## src/rtl/irq_ctrl_6502_if.sv

```systemverilog
// Core-side register bus between core_6502 and irq_ctrl_6502.
// The core drives address, data and strobes; the controller returns read data.
interface irq_ctrl_6502_if;
    logic [15:0] addr_pin;
    logic [7:0]  wdata;
    logic        we_pin;
    logic        rd_pin;
    logic [7:0]  rdata;
    logic        rdata_oe;

    modport master (
        output addr_pin,
        output wdata,
        output we_pin,
        output rd_pin,
        input  rdata,
        input  rdata_oe
    );

    modport slave (
        input  addr_pin,
        input  wdata,
        input  we_pin,
        input  rd_pin,
        output rdata,
        output rdata_oe
    );
endinterface

```

## src/rtl/irq_ctrl_6502.sv

```systemverilog
// Memory-mapped IRQ/NMI controller for core_6502: synchronises sources, applies
// mode/polarity/enable, holds pending state and drives the core's irq/nmi pins.
module irq_ctrl_6502 #(
    parameter logic [15:0] BASE_ADDR = 16'hD000,
    parameter int unsigned NUM_SRC   = 8
) (
    input  logic               clk,
    input  logic               reset,
    irq_ctrl_6502_if.slave     bus,
    input  logic [NUM_SRC-1:0] irq_src,
    input  logic               nmi_src,
    output logic               irq_out,
    output logic               nmi_out
);
    localparam int unsigned   DW          = 8;
    localparam logic [DW:0]   SRC_ONE_HOT = 9'd1 << NUM_SRC;
    localparam logic [DW-1:0] IMPL_MASK   = DW'(SRC_ONE_HOT - 9'd1);

    localparam logic [2:0] OFF_PENDING  = 3'd0;
    localparam logic [2:0] OFF_ENABLE   = 3'd1;
    localparam logic [2:0] OFF_MODE     = 3'd2;
    localparam logic [2:0] OFF_POLARITY = 3'd3;
    localparam logic [2:0] OFF_VECTOR   = 3'd4;
    localparam logic [2:0] OFF_NMI_CTRL = 3'd5;
    localparam logic [2:0] OFF_SWSET    = 3'd6;

    logic [DW-1:0] src_ext;
    logic [DW-1:0] s1, s2, s3;
    logic          n1, n2, n3;
    logic [DW-1:0] pending, enable, mode, polarity;
    logic          nmi_en, nmi_pend;

    logic          cs;
    logic [2:0]    off;
    logic          wr_hit, rd_hit;
    logic [DW-1:0] act, act_prev, edge_set, w1c, swset, pending_nxt, active;
    logic          nmi_edge, nmi_clr, nmi_pend_nxt;
    logic          vec_any;
    logic [2:0]    vec_idx;
    logic [DW-1:0] rd_data;

    assign src_ext = DW'(irq_src);

    // Address decode; a simultaneous read and write is treated as a write only
    assign cs     = (bus.addr_pin[15:3] == BASE_ADDR[15:3]);
    assign off    = bus.addr_pin[2:0];
    assign wr_hit = bus.we_pin & cs;
    assign rd_hit = bus.rd_pin & cs & ~bus.we_pin;

    // Activity is always judged under the current polarity, so changing
    // polarity shifts s2 and s3 together and cannot fabricate an edge.
    assign act      = ~(s2 ^ polarity);
    assign act_prev = ~(s3 ^ polarity);
    assign edge_set = act & ~act_prev;

    assign w1c   = (wr_hit && off == OFF_PENDING) ? (bus.wdata & mode) : '0;
    assign swset = (wr_hit && off == OFF_SWSET)   ? (bus.wdata & mode) : '0;

    // Edge bits: sticky with set beating clear; level bits follow act directly
    assign pending_nxt = ((((pending & ~w1c) | edge_set | swset) & mode)
                         | (act & ~mode)) & IMPL_MASK;

    assign nmi_edge     = n2 & ~n3;
    assign nmi_clr      = wr_hit && (off == OFF_NMI_CTRL) && bus.wdata[1];
    assign nmi_pend_nxt = (nmi_pend & ~nmi_clr) | nmi_edge;

    assign active  = pending & enable;
    assign vec_any = |active;

    // Lowest-numbered active source wins
    always_comb begin
        vec_idx = 3'd0;
        for (int i = DW - 1; i >= 0; i--) begin
            if (active[i]) begin
                vec_idx = 3'(i);
            end
        end
    end

    always_comb begin
        rd_data = '0;
        case (off)
            OFF_PENDING:  rd_data = pending;
            OFF_ENABLE:   rd_data = enable;
            OFF_MODE:     rd_data = mode;
            OFF_POLARITY: rd_data = polarity;
            OFF_VECTOR:   rd_data = vec_any ? {1'b1, 4'b0000, vec_idx} : '0;
            OFF_NMI_CTRL: rd_data = {6'b000000, nmi_pend, nmi_en};
            default:      rd_data = '0;
        endcase
    end

    always_ff @(posedge clk) begin
        if (reset) begin
            s1           <= '0;
            s2           <= '0;
            s3           <= '0;
            n1           <= 1'b0;
            n2           <= 1'b0;
            n3           <= 1'b0;
            pending      <= '0;
            enable       <= '0;
            mode         <= IMPL_MASK;
            polarity     <= IMPL_MASK;
            nmi_en       <= 1'b0;
            nmi_pend     <= 1'b0;
            irq_out      <= 1'b0;
            nmi_out      <= 1'b0;
            bus.rdata    <= '0;
            bus.rdata_oe <= 1'b0;
        end else begin
            s1       <= src_ext & IMPL_MASK;
            s2       <= s1;
            s3       <= s2;
            n1       <= nmi_src;
            n2       <= n1;
            n3       <= n2;
            pending  <= pending_nxt;
            nmi_pend <= nmi_pend_nxt;
            irq_out  <= vec_any;
            nmi_out  <= nmi_pend & nmi_en;

            if (wr_hit) begin
                case (off)
                    OFF_ENABLE:   enable   <= bus.wdata & IMPL_MASK;
                    OFF_MODE:     mode     <= bus.wdata & IMPL_MASK;
                    OFF_POLARITY: polarity <= bus.wdata & IMPL_MASK;
                    OFF_NMI_CTRL: nmi_en   <= bus.wdata[0];
                    default: ;
                endcase
            end

            // rdata keeps its last value; only the drive enable is one-shot
            if (rd_hit) begin
                bus.rdata    <= rd_data;
                bus.rdata_oe <= 1'b1;
            end else begin
                bus.rdata_oe <= 1'b0;
            end
        end
    end
endmodule

```

## src/flat_wrapper.sv

```systemverilog
// flat-port wrapper written by rule: the top's interface ports become plain ports
module irq_ctrl_6502_flat 
#(
    parameter logic [15:0] BASE_ADDR = 16'hD000,
    parameter int unsigned NUM_SRC   = 8
)
  (clk, reset, irq_src, nmi_src, irq_out, nmi_out, bus_addr_pin, bus_wdata, bus_we_pin, bus_rd_pin, bus_rdata, bus_rdata_oe);
  irq_ctrl_6502_if bus_i ();
  input  logic clk;
  input  logic reset;
  input  logic [NUM_SRC-1:0] irq_src;
  input  logic nmi_src;
  output logic irq_out;
  output logic nmi_out;
  input wire logic [$bits(bus_i.addr_pin)-1:0] bus_addr_pin;
  input wire logic [$bits(bus_i.wdata)-1:0] bus_wdata;
  input wire logic [$bits(bus_i.we_pin)-1:0] bus_we_pin;
  input wire logic [$bits(bus_i.rd_pin)-1:0] bus_rd_pin;
  output wire logic [$bits(bus_i.rdata)-1:0] bus_rdata;
  output wire logic [$bits(bus_i.rdata_oe)-1:0] bus_rdata_oe;
  assign bus_i.addr_pin = bus_addr_pin;
  assign bus_i.wdata = bus_wdata;
  assign bus_i.we_pin = bus_we_pin;
  assign bus_i.rd_pin = bus_rd_pin;
  assign bus_rdata = bus_i.rdata;
  assign bus_rdata_oe = bus_i.rdata_oe;
  irq_ctrl_6502 #(.BASE_ADDR(BASE_ADDR), .NUM_SRC(NUM_SRC)) u_core (.clk(clk), .reset(reset), .bus(bus_i), .irq_src(irq_src), .nmi_src(nmi_src), .irq_out(irq_out), .nmi_out(nmi_out));
endmodule
```

## config.mk

```make
export PLATFORM = sky130hd
export DESIGN_NAME = irq_ctrl_6502_flat
export DESIGN_NICKNAME = d
export VERILOG_FILES = /design/src/rtl/irq_ctrl_6502_if.sv /design/src/rtl/irq_ctrl_6502.sv /design/src/flat_wrapper.sv
export SDC_FILE = /design/constraint.sdc
export NUM_CORES = 1
export LEC_CHECK = 0
export CORE_MARGIN = 3
export CORE_UTILIZATION = 58
export CTS_CLUSTER_SIZE = 12
export DETAILED_ROUTE_END_ITERATION = 10
export PLACE_DENSITY = 0.87
export SLEW_MARGIN = 20
export SYNTH_ARGS = -nofsm -noshare
export SYNTH_HDL_FRONTEND = slang
export SYNTH_SLANG_ARGS = --single-unit
```

## constraint.sdc

```tcl
create_clock -name clk -period 4.07 [get_ports clk]
set_input_delay 0.6105 -clock clk [delete_from_list [all_inputs] [get_ports clk]]
set_output_delay 0.6105 -clock clk [all_outputs]
set_load 0.02 [all_outputs]
```

# Yosys cells after proc, flatten, opt, wreduce, memory -nomap -nowiden
# Cells that the tools add are included.
dict set report word_totals {
  reg_bits 72
  out_inout_bits 11
  word_cells 72
}
dict set report op_classes {
  n_eq_ne 7
  muxes 13
  bitwise_logic 26
  reduce_logical 10
}
# operator count
set op_table {}
lappend op_table {{8-bit bitwise AND} 6}
lappend op_table {{8-bit case mux with 6 select lines} 1}
lappend op_table {{8-bit inverter} 5}
lappend op_table {{3-bit 2-to-1 mux} 8}
lappend op_table {{8-bit 2-to-1 mux} 3}
lappend op_table {{8-bit OR} 3}
lappend op_table {{8-bit bitwise XOR} 2}
lappend op_table {{13-bit equality test, second input constant} 1}
lappend op_table {{3-bit equality test, second input constant} 3}
lappend op_table {{2-bit AND reduction} 4}
lappend op_table {{8-bit OR reduction} 1}
lappend op_table {{1-bit bitwise AND} 6}
lappend op_table {{3-bit by 2-bit equality test with 1-bit output, second input constant} 2}
lappend op_table {{1-bit logical AND} 4}
lappend op_table {{3-bit by 1-bit equality test with 1-bit output, second input constant} 1}
lappend op_table {{3-bit logical NOT} 1}
lappend op_table {{1-bit inverter} 3}
lappend op_table {{1-bit 2-to-1 mux} 1}
lappend op_table {{1-bit OR} 1}

# Depth between registers and ports, before layout
# Gate-level depths: netlist of the first run.
dict set report logic_depth {
  word_depth 11
  depth_mapped 7
  ltp_nobuf 5
}

# Least setup slack after synthesis of the first run
# OpenSTA, ideal clock, no wires.
dict set report synth_path {
  kind {input to register}
  from {input port bus_addr_pin[4]}
  to {register u_core.enable[0]}
  setup_ns 0.128
  arrival_time_ns 2.461
  required_ns 3.942
  slack_ns 1.482
  stages 5
  cell_sequence {or4_4 -> or4_4 -> nor4_4 -> mux2i_1 -> nor2_1}
}
dict set report synth_between {
  elab_chain_len 3
}
# item line
set synth_rtl {}
lappend synth_rtl {{start: declaration} flat_wrapper.sv:15} ;# input wire logic [$bits(bus_i.addr_pin)-1:0] bus_addr_pin;
lappend synth_rtl {{13-bit equality test} irq_ctrl_6502.sv:45} ;# assign cs = (bus.addr_pin[15:3] == BASE_ADDR[15:3]);
lappend synth_rtl {{1-bit bitwise AND} irq_ctrl_6502.sv:47} ;# assign wr_hit = bus.we_pin & cs;
lappend synth_rtl {{2-bit AND reduction (no source line)} --}
lappend synth_rtl {{end signal: assignment} irq_ctrl_6502.sv:125} ;# OFF_ENABLE: enable <= bus.wdata & IMPL_MASK;
lappend synth_rtl {{end: declaration} irq_ctrl_6502.sv:30} ;# logic [DW-1:0] pending, enable, mode, polarity;
# No other way between the ends.
# A chain may end at the register's enable or synchronous reset.

# Worst setup path after layout of the first run
dict set report layout_path {
  from {input port bus_addr_pin[10]}
  to {register u_core.polarity[1]}
}
dict set report layout_between {
  elab_chain_len 3
}
# item line
set layout_rtl {}
lappend layout_rtl {{13-bit equality test} irq_ctrl_6502.sv:45}
lappend layout_rtl {{1-bit bitwise AND} irq_ctrl_6502.sv:47}
lappend layout_rtl {{2-bit AND reduction (no source line)} --}
lappend layout_rtl {{end signal: assignment} irq_ctrl_6502.sv:127} ;# OFF_POLARITY: polarity <= bus.wdata & IMPL_MASK;
lappend layout_rtl {{end: declaration} irq_ctrl_6502.sv:30}
# No other way between the ends.

==> results of run 1 <==
-- kinds of logic after synthesis --
kind of cell / Yosys count / share of synthesized area [%]
AO/OA/AOI/OAI: 77 / 15.5
buffers and inverters: 27 / 3.19
AND/OR/NAND/NOR: 162 / 27.5
flip-flops: 72 / 45.4
multiplexers: 19 / 8.35
-- sequential cells by signal, indices dropped and copies added (netlist names), 8 cells and up --
signal            count
u_core.polarity       8
u_core.pending        8
u_core.s3             8
u_core.bus.rdata      8
u_core.mode           8
u_core.enable         8
u_core.s2             8
u_core.s1             8
-- layout make-up --
cell class                      count  share of cell area [%]
Clock buffer                       11                    3.83
Clock inverter                      5                    2.60
Inverter                            7                   0.665
Multi-Input combinational cell    258                    41.3
Sequential cell                    72                    36.5
Tap cell                           70                    2.22
Timing Repair Buffer               53                    12.9
-- how the worst max path moves through the flow --
| stage | to | slack, ps | cells after the start |
|---|---|---|---|
| finish | u_core.polarity[1]$_SDFFE_PP1P_ | 1230 | 6 |
| global route | u_core.polarity[0]$_SDFFE_PP1P_ | 1100 | 6 |
| CTS | u_core.enable[0]$_SDFFE_PP0P_ | 1220 | 6 |
| detailed placement | u_core.enable[0]$_SDFFE_PP0P_ | 880 | 6 |
| global placement | u_core.enable[1]$_SDFFE_PP0P_ | 910 | 6 |
| floorplan | u_core.enable[0]$_SDFFE_PP0P_ | 1480 | 5 |
-- critical path: stages --
cell             delay, ps
clkdlybuf4s50_1        390
or4b_1                 610
nor4_1                 400
nand3_1                590
nor3_1                 370
a21oi_1                 70
-- routing by layer --
layer | track usage [%] | up-vias
met2 | 39.4 | 100
met1 | 31.0 | 1341
met3 | 6.55 | 24
li1 | - | 1384
met4 | 11.0 | 0
met5 | 0 | -
-- cell usage in the layout (no fill, tap or decap), types with 10 or more instances in the layout --
master,instances
dfxtp_1,72
clkdlybuf4s50_1,46
nor2_1,39
a21oi_1,32
nor2b_1,27
nand2_1,25
nor3_1,22
or2_2,17
mux2i_1,13
clkbuf_8,11
a211oi_1,10
-- metrics by stage --
| step | util [%] | std cells | worst slack [ps] | power [uW] |
|---|---|---|---|---|
| floorplan | - | 357 | 1480 | 827 |
| global placement | 71.1 | 460 | 915 | 880 |
| detailed placement | 71.1 | 460 | 884 | 884 |
| CTS | 75.9 | 476 | 1220 | 1580 |
| global route | 75.9 | 476 | 1100 | 1640 |
| finish | 75.9 | 476 | 1230 | 1580 |
-- power by group --
group	switching [uW]	total (uW)	internal, uW
Clock	269	708	440
Combinational	59.0	130	71.1
Sequential	15.7	740	725
Total	343	1580	1240
==> impl_metrics.yaml, run 1 <==
cts:
  cts_buffers: 9
  cts_tree: "yes"
  cts.sinks: 72
  clk_pin_slew_ps: 70
  root_buffer: "clkbuf_8"
  hold_buffers: 0
  cts_max_level: 3
  ctsResizeCount: 0
  post_cts_buffers: 0
  worstSkewPairLatency_ps: 350
  clock_path_buffers: 2
detailed_routing:
  wl_met1_um: 3140
  routed_wl_um: 7280
  wl_met2_um: 3400
  routed.top_layer: "met4"
  drtIter0Drc: 225
  wl_per_cell_um: 15.3
  dr.pass1.iters: 6
  wl_met3_um: 513
  vias: 2849
  ant_nets: 0
  route.detailed.drc: 0
  via_per_inst: 5.99
floorplan:
  core_um2: 5200
  ios: 48
  dieArea_um2: 6400
  dieHeight_um: 80.0
  row_count: 26
  die_x_um: 80.0
  start_util_pct: 61.0
critical_path:
  crit_start: "bus_addr_pin[10]"
  reg2reg_from: "u_core.pending[3]$_SDFF_PP0_"
  path_class: "in2reg"
  crit_path_end_kind: "flip-flop"
  reg2reg_depth: 5
  start_kind: "primary input"
  crit_fanout: 16
  r2r_slack_ps: 2490
  r2r_end: "u_core.bus.rdata[7]$_SDFFE_PP0P_"
  critPathArrivalTime_ps: 3040
  crit_required_ps: 4270
final_layout:
  seq_area_um2: 1440
  finalInstanceArea_um2: 3950
  drive_above_1_share_pct: 12.6
  area_growth_pct: 24.5
  nets: 438
  multi_input_area_um2: 1630
  antenna_cells: 0
  fillers: 375
yosys:
  ys_seq_elements: 72
  synth_flop_cell: "dfxtp_1"
  mappedNetlistNets: 394
  synth_commonest_cells: "dfxtp_1 (72), nor2_1 (39), a21oi_1 (32)"
  ys_async_sr_fraction_pct: 0
  netlist_area_um2: 3180
  yosysMostFrequentCell: "dfxtp_1"
  avgSynthCellArea_um2: 8.90
  synth_area_leaders: "dfxtp_1 (45%), nor2b_1 (5.3%), a21oi_1 (5.0%)"
  yosys.area.top_type: "dfxtp_1"
  ys_seq_area_share_pct: 45.4
  synth.top_cell.area_share_pct: 45.4
  ys_warn_count: 0
  syn_inst: 357
  synth_edf_count: 0
  yosysUniqueCellTypes: 42
sta:
  skew_ps: 10.1
  fin_crit_sh_pct: 69.9
  worst_slew_pin_slew_ps: 721
  slew_viol_final: 0
  tns_ps: 0
  max_slew_margin_pct: 51.6
  period_needed_ps: 2840
  finalSetupViolations: 0
  rsz0062_at_grt: "false"
  holdWs_ps: 405
  report.final.hold_viol_count: 0
  fmax_mhz: 352
status:
  status: "completed"
global_routing:
  first_global_vias: 2675
  grt_pass1_wl_um: 12300
  grt_max_degree: 45
  grt_overflow: 0
  grt.total_usage_pct: 24.6
  antenna_found_initial: 0
power_and_ir_drop:
  peakVddDrop_uv: 334
  power.density_nw_per_um2: 399
  leakage_uw: 0.00137
placed_design:
  place_area_um2: 3700
  place.gp.congestion: 0.890
  portBuffers: 47
  hpwl_um: 4890
min_path:
  hold_path_class: "reg2reg"
  hp-start: "u_core.n3$_SDFF_PP0_"
  hold_depth: 1
  holdPathEnd: "u_core.nmi_pend$_SDFF_PP0_"
flow_run:
  drv_cap: 0
Note: power is estimated with default switching activity, not from simulation.
==> run 2: changes to the inputs <==
Settings changed: CORE_UTILIZATION 58 to 48, PLACE_DENSITY 0.87 to 0.77.
Clock period 4.07 ns to 2.6 ns, I/O delays scaled along.
==> impl_metrics.yaml, run 2 (synthesized netlist as in run 1, its figures left out) <==
detailed_routing:
  drtIter0Drc: 206
  via_per_inst: 5.67
  wl_per_cell_um: 15.0
  vias: 2833
  dr.pass1.iters: 4
  ant_nets: 0
  route.detailed.drc: 0
  routed_wl_um: 7510
power_and_ir_drop:
  power_frac_comb_pct: 8.9
  power_frac_clock_pct: 42.2
  swShare_pct: 23.1
  p_seq_share_pct: 49.0
  power_uw: 2370
  peakVddDrop_uv: 437
  power.density_nw_per_um2: 581
  switchingPower_uw: 546
  p_int_uw: 1820
  leakage_uw: 0.00145
global_routing:
  grt_overflow: 0
  grt.total_usage_pct: 20.4
  antenna_found_initial: 0
  first_global_vias: 2641
  grt_pass1_wl_um: 12200
  grt_max_degree: 80
critical_path:
  critPathTopFamily: "simple AND/OR/NAND/NOR gates"
  crit_path_end_kind: "flip-flop"
  crit_required_ps: 2880
  crit_fanout: 6
  worst_path_max_delay_cell: "or4b_1"
  crit_buf_inv: 4
  cpMostUsedCell: "buf_4"
  path_class: "in2reg"
  critPathArrivalTime_ps: 2630
  critPathMaxStageDelay_ps: 570
  start_kind: "primary input"
  path_cells: "clkdlybuf4s50_1 -> or4b_1 -> buf_4 -> nor4_1 -> buf_4 -> and3_1 -> buf_4 -> nor3_1 -> a21oi_1"
final_layout:
  nets: 455
  antenna_cells: 0
  drive_above_1_share_pct: 16.1
  final_cells: 500
  layout_common_cells: "dfxtp_1 (72), clkdlybuf4s50_1 (46), nor2_1 (39), a21oi_1 (32), nor2b_1 (27)"
  area_growth_pct: 28.3
  finalInstanceArea_um2: 4080
  layout_commonest_cell: "dfxtp_1"
floorplan:
  ios: 48
  core_um2: 6390
  start_util_pct: 49.7
  row_count: 29
  dieArea_um2: 7630
  dieHeight_um: 87.3
  die_x_um: 87.3
cts:
  hold_buffers: 0
  cts_max_level: 3
  post_cts_buffers: 0
  cts.sinks: 72
  clock_path_buffers: 2
  ctsResizeCount: 0
  root_buffer: "clkbuf_8"
  clk_pin_slew_ps: 80
  worstSkewPairLatency_ps: 340
  cts_buffers: 9
  cts_tree: "yes"
sta:
  slew_viol_final: 0
  rsz0062_at_grt: "false"
  report.final.hold_viol_count: 0
  worst_slew_pin_slew_ps: 387
  period_needed_ps: 2350
  finalSetupViolations: 0
  holdWs_ps: 412
  max_slew_margin_pct: 74.0
  fin_crit_sh_pct: 90.6
  fmax_mhz: 425
  skew_ps: 12.6
placed_design:
  hpwl_um: 5290
  portBuffers: 47
  place.gp.congestion: 0.882
  dp.cells: 484
  place_area_um2: 3850
min_path:
  hold_path_class: "reg2reg"
flow_run:
  drv_cap: 0
status:
  status: "completed"
run 2: cell types whose count changed in the layout (fill, tap and decap cells not counted), sizes merged:
cell	before	now
clkbuf	11	10
clkinv	1	2
inv	7	8
buf	7	24
bufinv	3	2
run 2: power groups by stage:
stage / Combinational, uW / Clock, uW / Sequential [uW]
3_5_place_dp: 209 / 0 / 1180
4_1_cts: 210 / 1020 / 1160
5_1_grt: 230 / 1070 / 1160
6_report: 210 / 998 / 1160
3_3_place_gp: 203 / 0 / 1180
2_1_floorplan: 119 / 0 / 1180
run 2: cell type report:
cell class | instances | area, um^2
fillers | 537 | 2310
well taps | 77 | 96.3
flip-flops and latches | 72 | 1440
multi-input cells | 258 | 1630
clock inverters | 6 | 90.1
inverters | 7 | 26.3
repair buffers | 70 | 651
clock buffers | 10 | 138
run 2: metal layers:
layer | track usage [%] | vias to the layer above | wire [um]
met5 | 0 | - | 0
met3 | 5.87 | 8 | 518
met4 | 7.25 | 0 | 76
met1 | 25.2 | 1324 | 3290
met2 | 33.7 | 84 | 3630
li1 | - | 1417 | -
run 2: per-stage QoR:
step / setup WS, ps / util, % / TNS, ps
floorplan: 232 / - / 0
global placement: -113 / 60.2 / -1100
detailed placement: -127 / 60.2 / -1430
CTS: 266 / 63.8 / 0
global route: 193 / 63.8 / 0
finish: 245 / 63.8 / 0
run 2: final timing paths:
kind	cells after the start	end	slack, ps	startpoint
worst max-delay path	9	u_core.mode[5]$_SDFFE_PP1P_	250	bus_addr_pin[10]
worst max register to register	5	u_core.bus.rdata[7]$_SDFFE_PP0P_	1100	u_core.pending[3]$_SDFF_PP0_
worst min register to register	1	u_core.nmi_pend$_SDFF_PP0_	410	u_core.n3$_SDFF_PP0_
worst min-delay path	1	u_core.nmi_pend$_SDFF_PP0_	410	u_core.n3$_SDFF_PP0_
run 2: worst reg2reg max path, stage by stage (launching register included):
cell,delay (ps)
dfxtp_1,350
a22oi_1,280
nand2_1,110
a211oi_1,330
o32ai_1,150
o21a_1,190
